$ cat src/rtl/branch_resolve_unit_pkg.sv
// Shared definitions for the branch resolve unit: condition codes,
// operand width and predictor helpers.
package branch_resolve_unit_pkg;

  localparam int DATA_WIDTH         = 32;
  localparam int BRANCH_COND_LENGTH = 3;

  typedef logic [BRANCH_COND_LENGTH-1:0] branch_cond_t;

  // RV32I funct3 encodings; codes 3'b010 and 3'b011 are not branches.
  localparam branch_cond_t BRANCH_COND_EQ  = 3'b000;
  localparam branch_cond_t BRANCH_COND_NE  = 3'b001;
  localparam branch_cond_t BRANCH_COND_LT  = 3'b100;
  localparam branch_cond_t BRANCH_COND_GE  = 3'b101;
  localparam branch_cond_t BRANCH_COND_LTU = 3'b110;
  localparam branch_cond_t BRANCH_COND_GEU = 3'b111;

  // Weakly not-taken: the state every predictor counter starts in.
  localparam logic [1:0] BHT_INIT = 2'b01;

  function automatic logic is_branch(input branch_cond_t op);
    return op inside {BRANCH_COND_EQ, BRANCH_COND_NE, BRANCH_COND_LT,
                      BRANCH_COND_GE, BRANCH_COND_LTU, BRANCH_COND_GEU};
  endfunction

  // Two-bit saturating counter step.
  function automatic logic [1:0] sat_update(input logic [1:0] cnt, input logic taken);
    if (taken) return (cnt == 2'b11) ? cnt : cnt + 2'b01;
    else       return (cnt == 2'b00) ? cnt : cnt - 2'b01;
  endfunction

endpackage

$ cat src/rtl/branch_resolve_unit_if.sv
// Request/result handshake bundle between the pipeline (master) and
// the branch resolve unit (slave).
interface branch_resolve_unit_if #(
  parameter int DATA_WIDTH = branch_resolve_unit_pkg::DATA_WIDTH,
  parameter int ADDR_WIDTH = 32
);
  import branch_resolve_unit_pkg::branch_cond_t;

  logic                  in_valid;
  logic                  in_ready;
  branch_cond_t          branch_op;
  logic [DATA_WIDTH-1:0] rs1;
  logic [DATA_WIDTH-1:0] rs2;
  logic [ADDR_WIDTH-1:0] pc;
  logic [ADDR_WIDTH-1:0] imm;
  logic                  pred_taken;

  logic                  out_valid;
  logic                  out_ready;
  logic                  out_taken;
  logic                  out_mispredict;
  logic [ADDR_WIDTH-1:0] out_redirect_pc;

  modport master (
    output in_valid, branch_op, rs1, rs2, pc, imm, pred_taken, out_ready,
    input  in_ready, out_valid, out_taken, out_mispredict, out_redirect_pc
  );

  modport slave (
    input  in_valid, branch_op, rs1, rs2, pc, imm, pred_taken, out_ready,
    output in_ready, out_valid, out_taken, out_mispredict, out_redirect_pc
  );
endinterface

$ cat src/rtl/branch_resolve_unit_cmp.sv
// Purely combinational RV32I branch condition evaluator.
module branch_cmp
  import branch_resolve_unit_pkg::*;
#(
  parameter int DATA_WIDTH = branch_resolve_unit_pkg::DATA_WIDTH
) (
  input  branch_cond_t          op,
  input  logic [DATA_WIDTH-1:0] rs1,
  input  logic [DATA_WIDTH-1:0] rs2,
  output logic                  taken
);

  // Evaluate the condition; unknown codes resolve as not taken.
  always_comb begin
    // NOTE: every output of a combinational block gets a default first so no latch is inferred.
    taken = 1'b0;
    case (op)
      BRANCH_COND_EQ:  taken = (rs1 == rs2);
      BRANCH_COND_NE:  taken = (rs1 != rs2);
      BRANCH_COND_LT:  taken = ($signed(rs1) <  $signed(rs2));
      BRANCH_COND_GE:  taken = ($signed(rs1) >= $signed(rs2));
      BRANCH_COND_LTU: taken = (rs1 <  rs2);
      BRANCH_COND_GEU: taken = (rs1 >= rs2);
      default:         taken = 1'b0;
    endcase
  end

endmodule

$ cat src/rtl/branch_resolve_unit.sv
// Resolves one branch per cycle: evaluates the condition, computes the
// redirect target, flags mispredictions, trains a 2-bit BHT and keeps
// performance counters. Result is registered with a valid/ready handshake.
module branch_resolve_unit
  import branch_resolve_unit_pkg::*;
#(
  parameter int DATA_WIDTH = branch_resolve_unit_pkg::DATA_WIDTH,
  parameter int ADDR_WIDTH = 32,
  parameter int BHT_DEPTH  = 64,
  parameter int CNT_WIDTH  = 32
) (
  input  logic                  clk,
  input  logic                  rst_n,
  branch_resolve_unit_if.slave  bus,
  input  logic                  flush,
  input  logic [ADDR_WIDTH-1:0] lookup_pc,
  output logic                  lookup_taken,
  output logic [CNT_WIDTH-1:0]  branch_cnt,
  output logic [CNT_WIDTH-1:0]  mispredict_cnt
);

  localparam int IDX_W = $clog2(BHT_DEPTH);

  logic                  in_ready;
  logic                  fire;
  logic                  cmp_taken;
  logic                  cmp_mispredict;
  logic [IDX_W-1:0]      upd_idx;
  logic [IDX_W-1:0]      lookup_idx;

  logic                  out_valid_q,       out_valid_d;
  logic                  out_taken_q,       out_taken_d;
  logic                  out_mispredict_q,  out_mispredict_d;
  logic [ADDR_WIDTH-1:0] out_redirect_pc_q, out_redirect_pc_d;
  logic [CNT_WIDTH-1:0]  branch_cnt_q,      branch_cnt_d;
  logic [CNT_WIDTH-1:0]  mispredict_cnt_q,  mispredict_cnt_d;
  logic [1:0]            bht_q [BHT_DEPTH];
  logic [1:0]            bht_d [BHT_DEPTH];

  branch_cmp #(.DATA_WIDTH(DATA_WIDTH)) u_cmp (
    .op    (bus.branch_op),
    .rs1   (bus.rs1),
    .rs2   (bus.rs2),
    .taken (cmp_taken)
  );

  // Handshake, predictor indices and the read-before-write lookup port.
  always_comb begin
    in_ready       = (!out_valid_q || bus.out_ready) && !flush;
    fire           = bus.in_valid && in_ready;
    cmp_mispredict = cmp_taken ^ bus.pred_taken;
    upd_idx        = bus.pc[IDX_W+1:2];
    lookup_idx     = lookup_pc[IDX_W+1:2];
    lookup_taken   = bht_q[lookup_idx][1];
  end

  // Result register next-state: load on fire, drop on consume or flush.
  always_comb begin
    out_valid_d       = out_valid_q;
    out_taken_d       = out_taken_q;
    out_mispredict_d  = out_mispredict_q;
    out_redirect_pc_d = out_redirect_pc_q;
    if (flush) begin
      out_valid_d = 1'b0;
    end else if (fire) begin
      out_valid_d       = 1'b1;
      out_taken_d       = cmp_taken;
      out_mispredict_d  = cmp_mispredict;
      out_redirect_pc_d = cmp_taken ? bus.pc + bus.imm : bus.pc + ADDR_WIDTH'(4);
    end else if (bus.out_ready) begin
      out_valid_d = 1'b0;
    end
  end

  // Predictor training and counters advance only for real branches that fire.
  always_comb begin
    bht_d            = bht_q;
    branch_cnt_d     = branch_cnt_q;
    mispredict_cnt_d = mispredict_cnt_q;
    if (fire && is_branch(bus.branch_op)) begin
      bht_d[upd_idx] = sat_update(bht_q[upd_idx], cmp_taken);
      branch_cnt_d   = branch_cnt_q + CNT_WIDTH'(1);
      if (cmp_mispredict) mispredict_cnt_d = mispredict_cnt_q + CNT_WIDTH'(1);
    end
  end

  // State registers; reset drops any held result and re-initialises the BHT.
  always_ff @(posedge clk or negedge rst_n) begin
    if (!rst_n) begin
      // NOTE: sequential state uses non-blocking assignments so all flops update from pre-edge values.
      out_valid_q       <= 1'b0;
      out_taken_q       <= 1'b0;
      out_mispredict_q  <= 1'b0;
      out_redirect_pc_q <= '0;
      branch_cnt_q      <= '0;
      mispredict_cnt_q  <= '0;
      // NOTE: the BHT is a flop array, not a RAM, so every entry can take a known reset value.
      for (int i = 0; i < BHT_DEPTH; i++) bht_q[i] <= BHT_INIT;
    end else begin
      out_valid_q       <= out_valid_d;
      out_taken_q       <= out_taken_d;
      out_mispredict_q  <= out_mispredict_d;
      out_redirect_pc_q <= out_redirect_pc_d;
      branch_cnt_q      <= branch_cnt_d;
      mispredict_cnt_q  <= mispredict_cnt_d;
      bht_q             <= bht_d;
    end
  end

  assign bus.in_ready        = in_ready;
  assign bus.out_valid       = out_valid_q;
  assign bus.out_taken       = out_taken_q;
  assign bus.out_mispredict  = out_mispredict_q;
  assign bus.out_redirect_pc = out_redirect_pc_q;
  assign branch_cnt          = branch_cnt_q;
  assign mispredict_cnt      = mispredict_cnt_q;

endmodule

$ cat src/flat_wrapper.sv
// flat-port wrapper written by rule: the top's interface ports become plain ports
module branch_resolve_unit_flat import branch_resolve_unit_pkg::*;
#(
  parameter int DATA_WIDTH = branch_resolve_unit_pkg::DATA_WIDTH,
  parameter int ADDR_WIDTH = 32,
  parameter int BHT_DEPTH  = 64,
  parameter int CNT_WIDTH  = 32
)
  (clk, rst_n, flush, lookup_pc, lookup_taken, branch_cnt, mispredict_cnt, bus_in_valid, bus_branch_op, bus_rs1, bus_rs2, bus_pc, bus_imm, bus_pred_taken, bus_out_ready, bus_in_ready, bus_out_valid, bus_out_taken, bus_out_mispredict, bus_out_redirect_pc);
  branch_resolve_unit_if #(.DATA_WIDTH(DATA_WIDTH), .ADDR_WIDTH(ADDR_WIDTH)) bus_i ();
  input  logic clk;
  input  logic rst_n;
  input  logic flush;
  input  logic [ADDR_WIDTH-1:0] lookup_pc;
  output logic lookup_taken;
  output logic [CNT_WIDTH-1:0] branch_cnt;
  output logic [CNT_WIDTH-1:0] mispredict_cnt;
  input wire logic [$bits(bus_i.in_valid)-1:0] bus_in_valid;
  input wire logic [$bits(bus_i.branch_op)-1:0] bus_branch_op;
  input wire logic [$bits(bus_i.rs1)-1:0] bus_rs1;
  input wire logic [$bits(bus_i.rs2)-1:0] bus_rs2;
  input wire logic [$bits(bus_i.pc)-1:0] bus_pc;
  input wire logic [$bits(bus_i.imm)-1:0] bus_imm;
  input wire logic [$bits(bus_i.pred_taken)-1:0] bus_pred_taken;
  input wire logic [$bits(bus_i.out_ready)-1:0] bus_out_ready;
  output wire logic [$bits(bus_i.in_ready)-1:0] bus_in_ready;
  output wire logic [$bits(bus_i.out_valid)-1:0] bus_out_valid;
  output wire logic [$bits(bus_i.out_taken)-1:0] bus_out_taken;
  output wire logic [$bits(bus_i.out_mispredict)-1:0] bus_out_mispredict;
  output wire logic [$bits(bus_i.out_redirect_pc)-1:0] bus_out_redirect_pc;
  assign bus_i.in_valid = bus_in_valid;
  assign bus_i.branch_op = bus_branch_op;
  assign bus_i.rs1 = bus_rs1;
  assign bus_i.rs2 = bus_rs2;
  assign bus_i.pc = bus_pc;
  assign bus_i.imm = bus_imm;
  assign bus_i.pred_taken = bus_pred_taken;
  assign bus_i.out_ready = bus_out_ready;
  assign bus_in_ready = bus_i.in_ready;
  assign bus_out_valid = bus_i.out_valid;
  assign bus_out_taken = bus_i.out_taken;
  assign bus_out_mispredict = bus_i.out_mispredict;
  assign bus_out_redirect_pc = bus_i.out_redirect_pc;
  branch_resolve_unit #(.DATA_WIDTH(DATA_WIDTH), .ADDR_WIDTH(ADDR_WIDTH), .BHT_DEPTH(BHT_DEPTH), .CNT_WIDTH(CNT_WIDTH)) u_core (.clk(clk), .rst_n(rst_n), .bus(bus_i), .flush(flush), .lookup_pc(lookup_pc), .lookup_taken(lookup_taken), .branch_cnt(branch_cnt), .mispredict_cnt(mispredict_cnt));
endmodule
$ cat config.mk
export PLATFORM = sky130hd
export DESIGN_NAME = branch_resolve_unit_flat
export DESIGN_NICKNAME = d
export VERILOG_FILES = /design/src/rtl/branch_resolve_unit_pkg.sv /design/src/rtl/branch_resolve_unit_if.sv /design/src/rtl/branch_resolve_unit_cmp.sv /design/src/rtl/branch_resolve_unit.sv /design/src/flat_wrapper.sv
export SDC_FILE = /design/constraint.sdc
export NUM_CORES = 1
export LEC_CHECK = 0
export CAP_MARGIN = 30
export CORE_UTILIZATION = 45
export DETAILED_ROUTE_END_ITERATION = 6
export GPL_TIMING_DRIVEN = 0
export PLACE_DENSITY = 0.68
export SYNTH_ARGS = -nofsm -noshare
export SYNTH_HDL_FRONTEND = slang
export SYNTH_SLANG_ARGS = --single-unit
$ cat constraint.sdc
create_clock -name clk -period 4.5 [get_ports clk]
set_input_delay 0.675 -clock clk [delete_from_list [all_inputs] [get_ports clk]]
set_output_delay 0.675 -clock clk [all_outputs]
set_load 0.05 [all_outputs]
After elaboration in Yosys (flattened, before gate mapping)
Cells that the tools add are included.
Word-level totals
  register bits after elaboration: 227
  input bits: 169
  output and inout port bits: 101
Operators by class
  add/subtract/negate cells: 6
  magnitude comparators: 7
  equality and inequality tests: 8
  mux-type cells: 18
  bitwise logic cells: 4
  reduce and logical (&&, ||, !) cells: 13
Operators by type and width (count)
  128-bit bitwise mux: 1
  32-bit by 1-bit adder with 32-bit output, second input constant: 2
  32-bit greater-or-equal comparator: 2
  32-bit < comparator: 2
  32-bit by 3-bit adder with 32-bit output, second input constant: 1
  32-bit adder: 1
  32-bit equality test: 1
  32-bit 2-to-1 mux: 1
  32-bit != test: 1
  2-bit binary-select mux with 6-bit select: 2
  2-bit 2-to-1 mux: 9
  7-bit greater-or-equal comparator, second input constant: 2
  6-bit NOT with 7-bit output: 2
  2-bit demux with 6-bit select: 1
  3-bit equality test, second input constant: 4
  7-bit by 1-bit < comparator with 1-bit output, second input constant: 1
  1-bit case mux with 6 select lines: 1
  6-bit nonzero test: 1
  1-bit logical AND: 4
  2-bit AND reduction: 2
  3-bit by 1-bit equality test with 1-bit output, second input constant: 1
  3-bit zero test: 1
  1-bit 2-to-1 mux: 3
  3-bit nonzero test: 1
  8 further kinds: 9

Depth between registers and ports, before layout
  word-level depth: 9
  gate-level depth with buffers: 14
  mapped depth without buffers: 12

Cells and area by module
From an unflattened synthesis, not the netlist that was laid out.
Unflattened totals
  cell total of the unflattened synthesis: 1379
  area, all modules: 14251.2 µm²
Modules (own cells, without submodules)
  branch_resolve_unit: times used 1, cells each 1251, area an instance 13327.8 µm², seq. area each 5760.5 µm²
  branch_cmp: times used 1, cells each 128, area an instance 923.4 µm², seq. area each 0.0 µm²

Least setup slack after synthesis
No wires, ideal clock.
  kind: input port to output port
  start point: input port lookup_pc[2]
  end point: output port lookup_taken
  arrival time: 3.246 ns
  required time: 3.825 ns
  path slack: 0.579 ns
  cell stages on the path: 5
  path buffers: 2
  path through: clkbuf_1 -> buf_1 -> mux4_2 -> mux4_2 -> mux4_2
On the way
  word-level cells in the longest chain between the ends: 4
Ends and longest elaborated chain
  from (decl): line flat_wrapper.sv:14  | input logic [ADDR_WIDTH-1:0] lookup_pc;
  6-bit NOT with 7-bit output (implied by the code): line branch_resolve_unit.sv:54  | lookup_taken = bht_q[lookup_idx][1];
  2-bit binary-select mux with 6-bit select: line branch_resolve_unit.sv:54
  2-bit 2-to-1 mux (implied by the code) (2 in a row): line branch_resolve_unit.sv:54
  to (decl): line flat_wrapper.sv:15  | output logic lookup_taken;
Every way passes these cells. The select of a mux whose other input is x is not followed.

Worst setup path in the final report
Ends and elaborated chain as after synthesis.

==> flow_summary.toml <==
[worst_setup_path]
path_class = "primary input to output pin"
crit_fanout = 10
critPathCaptureType = "output pin"
worst_ep_required_time_ps = 3830
rr_worst_depth = 9
crit_arrival_ps = 3720
start_kind = "primary input"
rrSetupSlack_ps = 1100

[logic_synthesis]
synth_async_sr_flop_share_pct = 100
yosys.area.top_type = "dfrtp_1"
synth_edf_count = 0
synth_seq_cells = 227
ys.flop_type = "dfrtp_1"
seq_area_frac_synth_pct = 40.7
synth_area_leaders = "dfrtp_1 29%, dfstp_2 12%, mux2_2 10%"
syn_area_per_cell_um2 = 10.4
netlist-cell-type-count = 69
synth_nets = 1593
synth_area_um2 = 14100
netlist_instances = 1357
ys_warn_count = 0
yosysTopAreaCellShare_pct = 28.9

[clock_tree]
cts_max_level = 1
cts_tree = "done"
cts.sinks = 227
root_buffer = "clkbuf_16"
cts.clk_slew.worst_paths_ps = 60
clk_latency_ps = 540
postCtsHoldBufs = 0
clockBufferDepth = 3
cts_buffers = 26

[sta]
post-route-min-period_ps = 4400
slew_headroom_pct = 36.3
worst_pin_slew_ps = 949
max_freq_mhz = 228
rsz0062_at_grt = "false"
slew_viol_final = 0
setup_viol = 0
timing.final.ws_setup_ps = 105
hold_viol_final = 0
period_share_pct = 97.7
finClkSkew_ps = 10.3

[die]
rows = 64
die_area_um2 = 32100
die_width_um = 179
core_region_area_um2 = 30700
start_util_pct = 46.0
io-pin-count = 270
die_y_um = 179

[drt]
drc = 66
viasPerCell = 5.93
drt_iter0_markers = 1048
vias = 12200
drt-total-wl_um = 45400
drtAntennaViolNets = 0
first_pass_iters = 7
wl_per_cell_um = 22.1

[global_route]
grt_start_max_net_pins = 98
grt_pass1_wl_um = 68600
antenna_found_initial = 3
grt_remaining_overflow = 0
grt_pass1_vias = 12100
grt.total_usage_pct = 27.8

[power]
irDropWorstVdd_mv = 0.302
p_total_uw = 6210
leakage_uw = 0.00769
p_per_area_nw_per_um2 = 342

[cells_and_area]
fill_cells = 2679
area_delta_synth_final_pct = 28.3
fin_nets = 1876
final_area_um2 = 18100
drive_gt1_share_pct = 19.5

[placement]
dpl-instance-area_um2 = 17100
place_ws_ps = -643
place_hpwl_um = 34000
gp_congestion = 0.944
io_buffers = 241

[job]
cap_violations = 0

[status]
outcome = "finished, violations left"
violations = "design-rule violations"

[min_path]
hold_class = "primary input to asynchronous set/reset pin"
## worst max-delay path, stage by stage
cell and delay (ps):
clkbuf_2 260, buf_2 450, mux4_2 560, mux4_2 530, mux4_2 520, clkdlybuf4s50_1 720
## metrics by stage
stage	hold WS, ps	std cells	util (%)	TNS [ps]
3_5_place_dp	465	2002	55.7	-71290
6_report	14.7	2058	59.0	0
2_1_floorplan	379	1357	-	0
3_3_place_gp	458	1994	55.4	-1481990
5_1_grt	29.8	2058	59.0	0
4_1_cts	17.9	2050	58.6	0
## area by class of cell
class	count	area, µm²	share of cell area (%)
multi-input cells	1018	7970	43.9
flip-flops and latches	227	5760	31.8
repair buffers	256	2580	14.2
clock buffers	43	776	4.28
well taps	396	495	2.73
plain buffers	60	265	1.46
inverters	51	191	1.06
clock inverters	5	100	0.552
diodes	2	5.00	0.0276
## cell families after synthesis
| kind of cell | Yosys count | synth area share (%) |
|---|---|---|
| AO/OA/AOI/OAI | 285 | 15.1 |
| XOR/XNOR | 114 | 7.06 |
| adder cells (fa/ha/maj) | 69 | 6.13 |
| buffers and inverters | 112 | 3.16 |
| flip-flops | 227 | 40.7 |
| multiplexers | 159 | 14.3 |
| AND/OR/NAND/NOR | 391 | 13.6 |
## flip-flops by register name, indices dropped and copies added (netlist names)
| signal | cells |
|---|---|
| u_core.branch_cnt | 32 |
| u_core.mispredict_cnt | 32 |
| u_core.bus.out_taken | 1 |
| u_core.bus.out_mispredict | 1 |
| u_core.bus.out_redirect_pc | 32 |
| u_core.bus.out_valid | 1 |
| u_core.bht_q | 128 |
## synth_stat cells, types with 46 or more instances
library cell and number:
mux2_2 131, a21oi_1 61, inv_1 51, a22oi_1 50, clkbuf_1 46, dfstp_2 64
ha_1 66, o21ai_0 53, dfrtp_1 163, nor2_1 78, xnor2_1 70, nand2_1 133
## routing by layer
metal,GRT usage (%),vias up,routed length (µm)
li1,-,5586,-
met1,33.8,5975,18100
met2,47.7,537,21600
met3,5.68,110,3850
met4,11.8,2,1870
met5,0,-,14
## power by group
part	internal, µW	switching (µW)	total [µW]
Combinational	609	1050	1660
Clock	1340	847	2190
Sequential	2210	143	2360
## worst paths after layout
path | startpoint | end
max | lookup_pc[2] | lookup_taken
min | rst_n | u_core.bht_q[67]$_DFFE_PN0P_
max reg2reg | u_core.bus.out_valid$_DFFE_PN0P_ | u_core.bht_q[71]$_DFFE_PN0P_
min reg2reg | u_core.branch_cnt[31]$_DFFE_PN0P_ | u_core.branch_cnt[31]$_DFFE_PN0P_
max in group asynchronous | rst_n | u_core.bht_q[22]$_DFFE_PN1P_
min in group clk | u_core.branch_cnt[31]$_DFFE_PN0P_ | u_core.branch_cnt[31]$_DFFE_PN0P_
## repair_timing
action                                  CTS  global route
pin swaps                                 0             0
setup buffers                             0             6
endpoints found under the setup margin   74            97
resized for setup                         7            19
## cells in the final DEF, fill, tap and decap left out, types with 13 or more instances in the layout
cell             instances
clkbuf_1                49
buf_2                   14
and3_1                  18
a22oi_1                 50
mux4_2                  21
dfrtp_1                163
inv_1                   51
clkdlybuf4s50_1        240
nand3_1                 44
nor3_1                  22
o21ai_0                 53
a221oi_1                13
ha_1                    66
a21o_1                  17
a31oi_1                 18
mux2_2                 131
a21oi_1                 61
xnor2_1                 70
nand4_1                 40
nand2_1                133
xor2_1                  44
dfstp_2                 64
nor2_1                  76
clkbuf_16               27
Note: power is estimated with default switching activity, not from simulation.
